==> config.mk <==
export PLATFORM = sky130hd
export DESIGN_NAME = pipeline_hazard_unit_flat
export DESIGN_NICKNAME = d
export VERILOG_FILES = /design/src/rtl/pipeline_hazard_unit_if.sv /design/src/rtl/pipeline_hazard_unit.sv /design/src/flat_wrapper.sv
export SDC_FILE = /design/constraint.sdc
export NUM_CORES = 1
export LEC_CHECK = 0
export BUFFER_PORTS_ARGS = -buffer_cell sky130_fd_sc_hd__buf_2
export CAP_MARGIN = 20
export CORE_ASPECT_RATIO = 0.5
export CORE_MARGIN = 2
export CORE_UTILIZATION = 30
export CTS_BUF_LIST = sky130_fd_sc_hd__clkbuf_4 sky130_fd_sc_hd__clkbuf_8 sky130_fd_sc_hd__clkbuf_16
export DETAILED_ROUTE_END_ITERATION = 8
export PLACE_DENSITY = 0.5
export SYNTH_ARGS = -nofsm -noshare
export SYNTH_HDL_FRONTEND = slang
export SYNTH_SLANG_ARGS = --single-unit
==> constraint.sdc <==
create_clock -name clk -period 1.9 [get_ports clk]
set_input_delay 0.095 -clock clk [delete_from_list [all_inputs] [get_ports clk]]
set_output_delay 0.095 -clock clk [all_outputs]
set_load 0.01 [all_outputs]
==> src/rtl/pipeline_hazard_unit_if.sv <==
// rtl/pipeline_hazard_unit_if.sv - hazard inputs and pipeline control outputs of the hazard unit
interface pipeline_hazard_unit_if;
   logic        de_mem_read;
   logic [3:0]  de_reg_dst_num;
   logic        fd_src_1_used;
   logic [2:0]  fd_src_1_num;
   logic        fd_src_2_used;
   logic [3:0]  fd_src_2_num;
   logic        em_mem_2cycle;
   logic        ex_branch_taken;
   logic        int_req;
   logic        pc_en;
   logic        fd_en;
   logic        de_en;
   logic        em_en;
   logic        fd_flush;
   logic        de_bubble;
   logic        int_ack;
   logic [15:0] stall_count;

   modport master (
      output de_mem_read, de_reg_dst_num, fd_src_1_used, fd_src_1_num,
             fd_src_2_used, fd_src_2_num, em_mem_2cycle, ex_branch_taken, int_req,
      input  pc_en, fd_en, de_en, em_en, fd_flush, de_bubble, int_ack, stall_count
   );

   modport slave (
      input  de_mem_read, de_reg_dst_num, fd_src_1_used, fd_src_1_num,
             fd_src_2_used, fd_src_2_num, em_mem_2cycle, ex_branch_taken, int_req,
      output pc_en, fd_en, de_en, em_en, fd_flush, de_bubble, int_ack, stall_count
   );
endinterface

==> src/rtl/pipeline_hazard_unit.sv <==
// rtl/pipeline_hazard_unit.sv - load-use/memory-freeze/branch-flush/interrupt-entry pipeline control
module pipeline_hazard_unit #(
   parameter int INT_CYCLES = 3
) (
   input  logic                    clk,
   input  logic                    reset,
   pipeline_hazard_unit_if.slave   bus
);

   typedef enum logic [1:0] {RUN, MEM2, INT} state_t;

   state_t     state, state_next;
   logic [3:0] int_cnt, int_cnt_next;
   logic       luse;

   assign luse = bus.de_mem_read &
                 ((bus.fd_src_1_used & ({1'b0, bus.fd_src_1_num} == bus.de_reg_dst_num)) |
                  (bus.fd_src_2_used & (bus.fd_src_2_num == bus.de_reg_dst_num)));

   always_ff @(posedge clk or posedge reset) begin
      if (reset) begin
         state           <= RUN;
         int_cnt         <= 4'd0;
         bus.stall_count <= 16'd0;
      end else begin
         state   <= state_next;
         int_cnt <= int_cnt_next;
         if (!bus.pc_en && bus.stall_count != 16'hFFFF)
            bus.stall_count <= bus.stall_count + 16'd1;
      end
   end

   always_comb begin
      state_next    = state;
      int_cnt_next  = int_cnt;
      bus.pc_en     = 1'b0;
      bus.fd_en     = 1'b0;
      bus.de_en     = 1'b0;
      bus.em_en     = 1'b0;
      bus.fd_flush  = 1'b0;
      bus.de_bubble = 1'b0;
      bus.int_ack   = 1'b0;
      case (state)
         RUN: begin
            if (bus.em_mem_2cycle) begin
               state_next = MEM2;
            end else if (luse) begin
               bus.de_en     = 1'b1;
               bus.em_en     = 1'b1;
               bus.de_bubble = 1'b1;
            end else if (bus.ex_branch_taken) begin
               bus.pc_en     = 1'b1;
               bus.fd_en     = 1'b1;
               bus.de_en     = 1'b1;
               bus.em_en     = 1'b1;
               bus.fd_flush  = 1'b1;
               bus.de_bubble = 1'b1;
            end else if (bus.int_req) begin
               bus.fd_en    = 1'b1;
               bus.de_en    = 1'b1;
               bus.em_en    = 1'b1;
               bus.fd_flush = 1'b1;
               state_next   = INT;
               int_cnt_next = 4'(INT_CYCLES - 1);
            end else begin
               bus.pc_en = 1'b1;
               bus.fd_en = 1'b1;
               bus.de_en = 1'b1;
               bus.em_en = 1'b1;
            end
         end
         MEM2: begin
            state_next = RUN;
         end
         INT: begin
            bus.fd_en    = 1'b1;
            bus.de_en    = 1'b1;
            bus.em_en    = 1'b1;
            bus.fd_flush = 1'b1;
            if (int_cnt == 4'd0) begin
               bus.int_ack = 1'b1;
               state_next  = RUN;
            end else begin
               int_cnt_next = int_cnt - 4'd1;
            end
         end
         default: begin
            state_next   = RUN;
            int_cnt_next = 4'd0;
         end
      endcase
      // Reset forces every control output low at once, including mid-sequence.
      if (reset) begin
         bus.pc_en     = 1'b0;
         bus.fd_en     = 1'b0;
         bus.de_en     = 1'b0;
         bus.em_en     = 1'b0;
         bus.fd_flush  = 1'b0;
         bus.de_bubble = 1'b0;
         bus.int_ack   = 1'b0;
      end
   end

endmodule

==> src/flat_wrapper.sv <==
// flat-port wrapper written by rule: the top's interface ports become plain ports
module pipeline_hazard_unit_flat 
#(
   parameter int INT_CYCLES = 3
)
  (clk, reset, bus_de_mem_read, bus_de_reg_dst_num, bus_fd_src_1_used, bus_fd_src_1_num, bus_fd_src_2_used, bus_fd_src_2_num, bus_em_mem_2cycle, bus_ex_branch_taken, bus_int_req, bus_pc_en, bus_fd_en, bus_de_en, bus_em_en, bus_fd_flush, bus_de_bubble, bus_int_ack, bus_stall_count);
  pipeline_hazard_unit_if bus_i ();
  input  logic clk;
  input  logic reset;
  input wire logic [$bits(bus_i.de_mem_read)-1:0] bus_de_mem_read;
  input wire logic [$bits(bus_i.de_reg_dst_num)-1:0] bus_de_reg_dst_num;
  input wire logic [$bits(bus_i.fd_src_1_used)-1:0] bus_fd_src_1_used;
  input wire logic [$bits(bus_i.fd_src_1_num)-1:0] bus_fd_src_1_num;
  input wire logic [$bits(bus_i.fd_src_2_used)-1:0] bus_fd_src_2_used;
  input wire logic [$bits(bus_i.fd_src_2_num)-1:0] bus_fd_src_2_num;
  input wire logic [$bits(bus_i.em_mem_2cycle)-1:0] bus_em_mem_2cycle;
  input wire logic [$bits(bus_i.ex_branch_taken)-1:0] bus_ex_branch_taken;
  input wire logic [$bits(bus_i.int_req)-1:0] bus_int_req;
  output wire logic [$bits(bus_i.pc_en)-1:0] bus_pc_en;
  output wire logic [$bits(bus_i.fd_en)-1:0] bus_fd_en;
  output wire logic [$bits(bus_i.de_en)-1:0] bus_de_en;
  output wire logic [$bits(bus_i.em_en)-1:0] bus_em_en;
  output wire logic [$bits(bus_i.fd_flush)-1:0] bus_fd_flush;
  output wire logic [$bits(bus_i.de_bubble)-1:0] bus_de_bubble;
  output wire logic [$bits(bus_i.int_ack)-1:0] bus_int_ack;
  output wire logic [$bits(bus_i.stall_count)-1:0] bus_stall_count;
  assign bus_i.de_mem_read = bus_de_mem_read;
  assign bus_i.de_reg_dst_num = bus_de_reg_dst_num;
  assign bus_i.fd_src_1_used = bus_fd_src_1_used;
  assign bus_i.fd_src_1_num = bus_fd_src_1_num;
  assign bus_i.fd_src_2_used = bus_fd_src_2_used;
  assign bus_i.fd_src_2_num = bus_fd_src_2_num;
  assign bus_i.em_mem_2cycle = bus_em_mem_2cycle;
  assign bus_i.ex_branch_taken = bus_ex_branch_taken;
  assign bus_i.int_req = bus_int_req;
  assign bus_pc_en = bus_i.pc_en;
  assign bus_fd_en = bus_i.fd_en;
  assign bus_de_en = bus_i.de_en;
  assign bus_em_en = bus_i.em_en;
  assign bus_fd_flush = bus_i.fd_flush;
  assign bus_de_bubble = bus_i.de_bubble;
  assign bus_int_ack = bus_i.int_ack;
  assign bus_stall_count = bus_i.stall_count;
  pipeline_hazard_unit #(.INT_CYCLES(INT_CYCLES)) u_core (.clk(clk), .reset(reset), .bus(bus_i));
endmodule
; Word-level counts from Yosys, hierarchy flattened
; Cells that the tools add are included.
[totals]
ff_bits = 22
inputBits = 19
output_inout_bits = 23
wordCells = 69
[op_classes]
n_addsub = 2
eq_ne = 14
mux = 39
n_bitwise = 5
reduce_logical = 6
[ops]
columns = operator, n
row1 = 1-bit two-way mux, 24
row2 = 4-bit two-way mux, 5
row3 = "16-bit by 1-bit adder with 16-bit output, second input constant", 1
row4 = "16-bit inequality test, second input constant", 1
row5 = 4-bit case mux with 3 select lines, 1
row6 = 2-bit two-way mux, 5
row7 = "2-bit inequality test, second input constant", 5
row8 = "3-bit inequality test, second input constant", 3
row9 = 1-bit case mux with 2 select lines, 3
row10 = 6-bit AND reduction, 1
row11 = 3-bit by 4-bit == test with 1-bit output, 1
row12 = 4-bit == test, 1
row13 = 4-bit logical NOT, 1
row14 = 2-bit case mux with 2 select lines, 1
row15 = 4-bit AND reduction, 1
row16 = "4-bit by 1-bit subtractor with 4-bit output, second input constant", 1
row17 = 1-bit bitwise AND, 3
row18 = "2-bit by 1-bit == test with 1-bit output, second input constant", 1
row19 = "2-bit == test, second input constant", 1
row20 = 2-bit logical NOT, 1
row21 = "2-bit by 1-bit inequality test with 1-bit output, second input constant", 1
row22 = 1-bit logical AND, 1
row23 = 1-bit logical NOT, 1
row24 = 1-bit inverter, 1
row25 = 1-bit bitwise OR, 1

; Longest topological paths before layout
[logic_depth]
word_depth = 10
depth_mapped = 8
ltp_nobuf = 8

; Worst setup path after synthesis
; No wires, ideal clock.
[synth_path]
path_kind = reg-to-reg
from = register u_core.bus.stall_count[0]
to = register u_core.bus.stall_count[13]
setup_ns = 0.126
t_arrival_ns = 1.897
t_required_ns = 1.774
slack_ns = -0.124
stages_incl_launch_ff = 9
path_buffers = 2
period_less_slack_ns = 2.024
path_cell_list = dfrtp_1 > ha_1 > and3_1 > clkbuf_1 > and2_1 > a211oi_2 > buf_6 > nand4_1 > xnor2_1
[synth_via]
elab_chain_len = 2
word_cells_on_any_way = 3
classes_between = 1 x add/sub / 1 x eq/ne / 1 x reduce/logical
[synth_rtl]
columns = element, line
row1 = "start, declared", pipeline_hazard_unit_if.sv:30  ; output pc_en, fd_en, de_en, em_en, fd_flush, de_bubble, int_ack, stall_count
row2 = "start signal, assigned", pipeline_hazard_unit.sv:29  ; bus.stall_count <= bus.stall_count + 16'd1;
row3 = branches (longest 2 deep; another with 16-bit by 1-bit adder with 16-bit output), --
; Several ways; the timed one is not identified.
; A chain may end at the register's enable or synchronous reset.

; Worst setup path in the final report
[layout_path]
from = register u_core.state[1]
to = register u_core.bus.stall_count[0]
[layout_via]
elab_chain_len = 5
[layout_rtl]
columns = element, line
row1 = "start, declared", pipeline_hazard_unit.sv:12  ; state_t state, state_next;
row2 = "start signal, assigned", pipeline_hazard_unit.sv:26  ; state <= state_next;
row3 = 2-bit logical NOT, pipeline_hazard_unit.sv:43  ; case (state)
row4 = 1-bit two-way mux, pipeline_hazard_unit.sv:43
row5 = 1-bit two-way mux, pipeline_hazard_unit.sv:93  ; if (reset) begin
row6 = 1-bit logical NOT, pipeline_hazard_unit.sv:28  ; if (!bus.pc_en && bus.stall_count != 16'hFFFF)
row7 = 1-bit logical AND, pipeline_hazard_unit.sv:28
; No other way between the ends.

==> metrics.log <==
INFO  metric timing.critical_path.max_delay_family = simple AND/OR/NAND/NOR gates
INFO  metric fin_nets = 227
INFO  metric cts.htree.levels = 1
INFO  metric avgRoutedWirePerCell = 12.9 µm
INFO  metric timing.hold.worst.class = primary input to flip-flop
INFO  metric design_area = 0.00196 mm²
INFO  metric synth_edf_count = 0
INFO  metric flow.area_growth_from_synthesis = 46.6%
INFO  metric boundaryPins = 42
INFO  metric route.antenna.remaining_nets = 0
INFO  metric yosysSeqAreaShare = 41.1%
INFO  metric grt.overflow.total = 0
INFO  metric timing.critical_path.to_type = flip-flop
INFO  metric whs = 0.0901 ns
INFO  metric dieWidth = 98.5 µm
INFO  metric cell_area_after_synthesis = 0.00134 mm²
INFO  metric synthDominantAreaCellType = sky130_fd_sc_hd__dfrtp_1
INFO  metric dominant_combinational_cell_family_by_area_after_synthesis = simple AND/OR/NAND/NOR gates
INFO  metric fill_cells = 439
INFO  metric power.share.switching = 35.5%
INFO  metric clk_root_buffer_cell = sky130_fd_sc_hd__clkbuf_8
INFO  metric crit-reg2reg-launch = u_core.state[1]$_DFFE_PP0P_
INFO  metric rows = 17
INFO  metric rsz_0062_raised_after_global_routing = true
INFO  metric final_cell_count_no_fill = 261
INFO  metric post_synth.cell_area_avg = 9.77 µm²
INFO  metric post-place-cells = 253
INFO  metric clockBufferDepth = 2
INFO  metric power_leakage = 0.938 nW
INFO  metric synth_top_cells_by_area = sky130_fd_sc_hd__dfrtp_1 (41%), sky130_fd_sc_hd__xnor2_1 (8.5%), sky130_fd_sc_hd__xor2_1 (4.6%)
INFO  metric crit_required = 2.04 ns
INFO  metric post-route-period-util = 100%
INFO  metric synth_xor_area_share = 13.1%
INFO  metric critPathMaxFanout = 7
INFO  metric violations = negative setup slack
INFO  metric synth_mux_area_share = 3.08%
INFO  metric cellInternalPower = 1.47 mW
INFO  metric p_comb_share = 50.4%
INFO  metric worst_r2r_path_depth = 6
INFO  metric setup_viol = 2
INFO  metric drt_iter0_drc = 36
INFO  metric fin_crit = 1.90 ns
INFO  metric timing.critical_path.slowest_cell_delay = 0.39 ns
INFO  metric hpwl_after_detailed_placement = 2420 µm
INFO  metric data_arrival_time_of_the_critical_path = 2.04 ns
INFO  metric floorplan.initialDensity = 30.9%
INFO  metric tritoncts = yes
INFO  metric transition_time_at_the_pin_with_the_least_slew_margin = 0.471 ns
INFO  metric synthAdderAreaFrac = 2.80%
INFO  metric tritoncts.num_buffers = 3
INFO  metric pre_cts_slack = -0.156 ns
INFO  metric power_frac_clock = 19.8%
INFO  metric drtPass1Iterations = 4
INFO  metric grt_first_pass_wirelength = 5510 µm
INFO  metric utilization = 45.2%
INFO  metric worst_slew_margin_rel = 68.5%
INFO  metric fmax = 525 MHz
INFO  metric critical-path-slowest-cell = sky130_fd_sc_hd__or3_4
INFO  metric crit_end = u_core.bus.stall_count[0]$_DFFE_PP0P_
INFO  metric post_dp_cell_area = 0.00178 mm²
INFO  metric final_max_slew_viol_count = 0
INFO  metric synthMostInstantiatedCell = sky130_fd_sc_hd__dfrtp_1
INFO  metric cts.sink_count = 22
INFO  metric io_buffers = 41
INFO  metric pin_count_of_the_biggest_net_entering_global_routing = 14
INFO  metric yosys_most_used_dff = sky130_fd_sc_hd__dfrtp_1
INFO  metric compound_cell_area_share_of_the_yosys_netlist = 9.35%
INFO  metric async_reset_ff_share = 100%
INFO  metric place.gp.congestion = 0.758
INFO  metric yosysWarnings = 0
INFO  metric synthDistinctLibCells = 38
INFO  metric fp.dieH = 51.2 µm
INFO  metric worst-r2r-setup-slack = -0.004 ns
INFO  metric status = finished with violations
INFO  metric num_vias = 1221
INFO  metric power.density = 1160 mW/mm²
INFO  metric p_seq_share = 29.8%
INFO  metric synthCells = 137
INFO  metric clkLatencyLatePin = 0.27 ns
INFO  metric antenna_cells_inserted = 0
INFO  metric drive_gt1_share = 44.6%
INFO  metric number_of_hold_violations_in_the_final_report = 0
INFO  metric timing.critical_path.cells = or3_4, or3_4, a211oi_4, buf_6, a211oi_4, xor2_1
INFO  metric grt_use_total = 13.9%
INFO  metric multi_input_area = 813 µm²
INFO  metric cap_violations = 0
INFO  metric cp.buffers_inverters = 1
INFO  metric fp.dieArea = 0.00505 mm²
INFO  metric r2r-end = u_core.bus.stall_count[0]$_DFFE_PP0P_
INFO  metric critPathLaunchType = flip-flop
INFO  metric seqCellArea = 552 µm²
INFO  metric synthDominantCellAreaShare = 41.1%
INFO  metric clk_pin_slew = 0.09 ns
INFO  metric timing_worst_setup_path_type = flip-flop to flip-flop
INFO  metric drcViolationCount = 0
INFO  metric core_area = 0.00434 mm²
INFO  metric ir_worst_vdd = 0.525 mV
INFO  metric power.net_switching = 0.809 mW
INFO  metric antenna_found_initial = 0
INFO  metric synthTopCellsByCount = sky130_fd_sc_hd__dfrtp_1 (22), sky130_fd_sc_hd__xnor2_1 (13), sky130_fd_sc_hd__inv_1 (9), sky130_fd_sc_hd__nor3_1 (8)
INFO  metric clock_skew = 0.00458 ns
INFO  metric timing.final.ws_setup = -0.00381 ns
INFO  metric finalWirelength = 3370 µm
INFO  metric crit_start = u_core.state[1]$_DFFE_PP0P_
INFO  metric timing.critical_path.depth = 6
INFO  metric vias_in_the_first_global_route = 1197
INFO  metric vias_per_cell = 4.68
INFO  metric synthesis.nets = 159
INFO  metric ys_seq_elements = 22
INFO  metric post_synth_and_or_nand_nor_area_fraction = 24.4%
[what timing repair did]
item | CTS | global route
buffers inserted | 1 | 2
hold buffers | 1 | 0
gates resized for setup | 9 | 7
endpoints found under the hold margin | 11 | 0
gates cloned | 1 | 0
setup endpoints to repair | 15 | 18
pin swaps | 7 | 4
[state kept, by name (all words and copies together) (netlist names)]
| signal | cells |
|---|---|
| u_core.int_cnt | 4 |
| u_core.state | 2 |
| u_core.bus.stall_count | 16 |
[cells by family after synthesis]
family | after synthesis
and+or+nand+nor | 55
buffers and inverters | 16
DFF | 22
adders and majority gates | 3
muxes | 4
AOI/OAI and AO/OA | 17
xor gates and xnor gates | 20
[worst min-delay path by stage]
| stage | end | start | cells past startpoint | slack, ns |
|---|---|---|---|---|
| after global placement | u_core.bus.stall_count[15]$_DFFE_PP0P_ | reset | 2 | 0.22 |
| after CTS | u_core.state[0]$_DFFE_PP0P_ | bus_em_mem_2cycle | 3 | 0.08 |
| after floorplan | u_core.state[0]$_DFFE_PP0P_ | bus_em_mem_2cycle | 2 | 0.22 |
| after detailed placement | u_core.bus.stall_count[15]$_DFFE_PP0P_ | reset | 2 | 0.22 |
| final | u_core.state[0]$_DFFE_PP0P_ | bus_em_mem_2cycle | 3 | 0.09 |
| after global routing | u_core.state[0]$_DFFE_PP0P_ | bus_em_mem_2cycle | 3 | 0.10 |
[area by class of cell]
cell class              count  share of cell area (%)
flip-flops and latches     22                    28.1
clock inverters             1                    1.53
multi-input cells         100                    41.4
clock buffers               3                    2.10
inverters                   9                    1.72
well taps                  57                    3.63
repair buffers             69                    21.5
[per-stage QoR]
stage	TNS [ns]	power, mW
floorplan	-0.899	1.32
finish	-0.00516	2.28
CTS	-0.0916	2.25
global placement	-0.820	1.72
global route	-0.604	2.45
detailed placement	-1.18	1.73
[layout by cell type (no fill, tap or decap), types with 2 or more instances in the layout]
cell type and n:
sky130_fd_sc_hd__nand4_1 7, sky130_fd_sc_hd__dfrtp_1 21, sky130_fd_sc_hd__nand3_1 5, sky130_fd_sc_hd__xor2_1 7, sky130_fd_sc_hd__a211oi_4 3, sky130_fd_sc_hd__nand2b_1 4, sky130_fd_sc_hd__ha_1 3, sky130_fd_sc_hd__nand2_1 5
sky130_fd_sc_hd__inv_1 8, sky130_fd_sc_hd__nor3_1 8, sky130_fd_sc_hd__nor2_1 5, sky130_fd_sc_hd__and2_1 2, sky130_fd_sc_hd__a21oi_1 6, sky130_fd_sc_hd__mux2i_1 3, sky130_fd_sc_hd__a211oi_1 2, sky130_fd_sc_hd__nor4b_1 2
sky130_fd_sc_hd__buf_2 41, sky130_fd_sc_hd__buf_4 26, sky130_fd_sc_hd__xnor2_1 12, sky130_fd_sc_hd__clkbuf_8 3, sky130_fd_sc_hd__or3_4 2, sky130_fd_sc_hd__and3_1 3
[per-layer routing]
metal	up-vias	global-route usage (%)	share of wire, %
met3	2	3.97	3.5
met2	22	24.7	50
met4	0	2.74	0.74
met5	-	0	0
li1	616	-	-
met1	581	17.1	46
[worst min-delay path, cell delays in order]
cell and delay [ns]:
sky130_fd_sc_hd__buf_2 0.12, sky130_fd_sc_hd__inv_1 0.06, sky130_fd_sc_hd__nor3_1 0.04
[power by group through the flow]
stage               sequential [mW]  clock, mW  combinational, mW
global placement              0.685          0               1.03
detailed placement            0.685          0               1.05
CTS                           0.680      0.461               1.11
global route                  0.699      0.479               1.27
floorplan                     0.763          0              0.560
finish                        0.680      0.451               1.15
(Power assumes the default switching activity.)
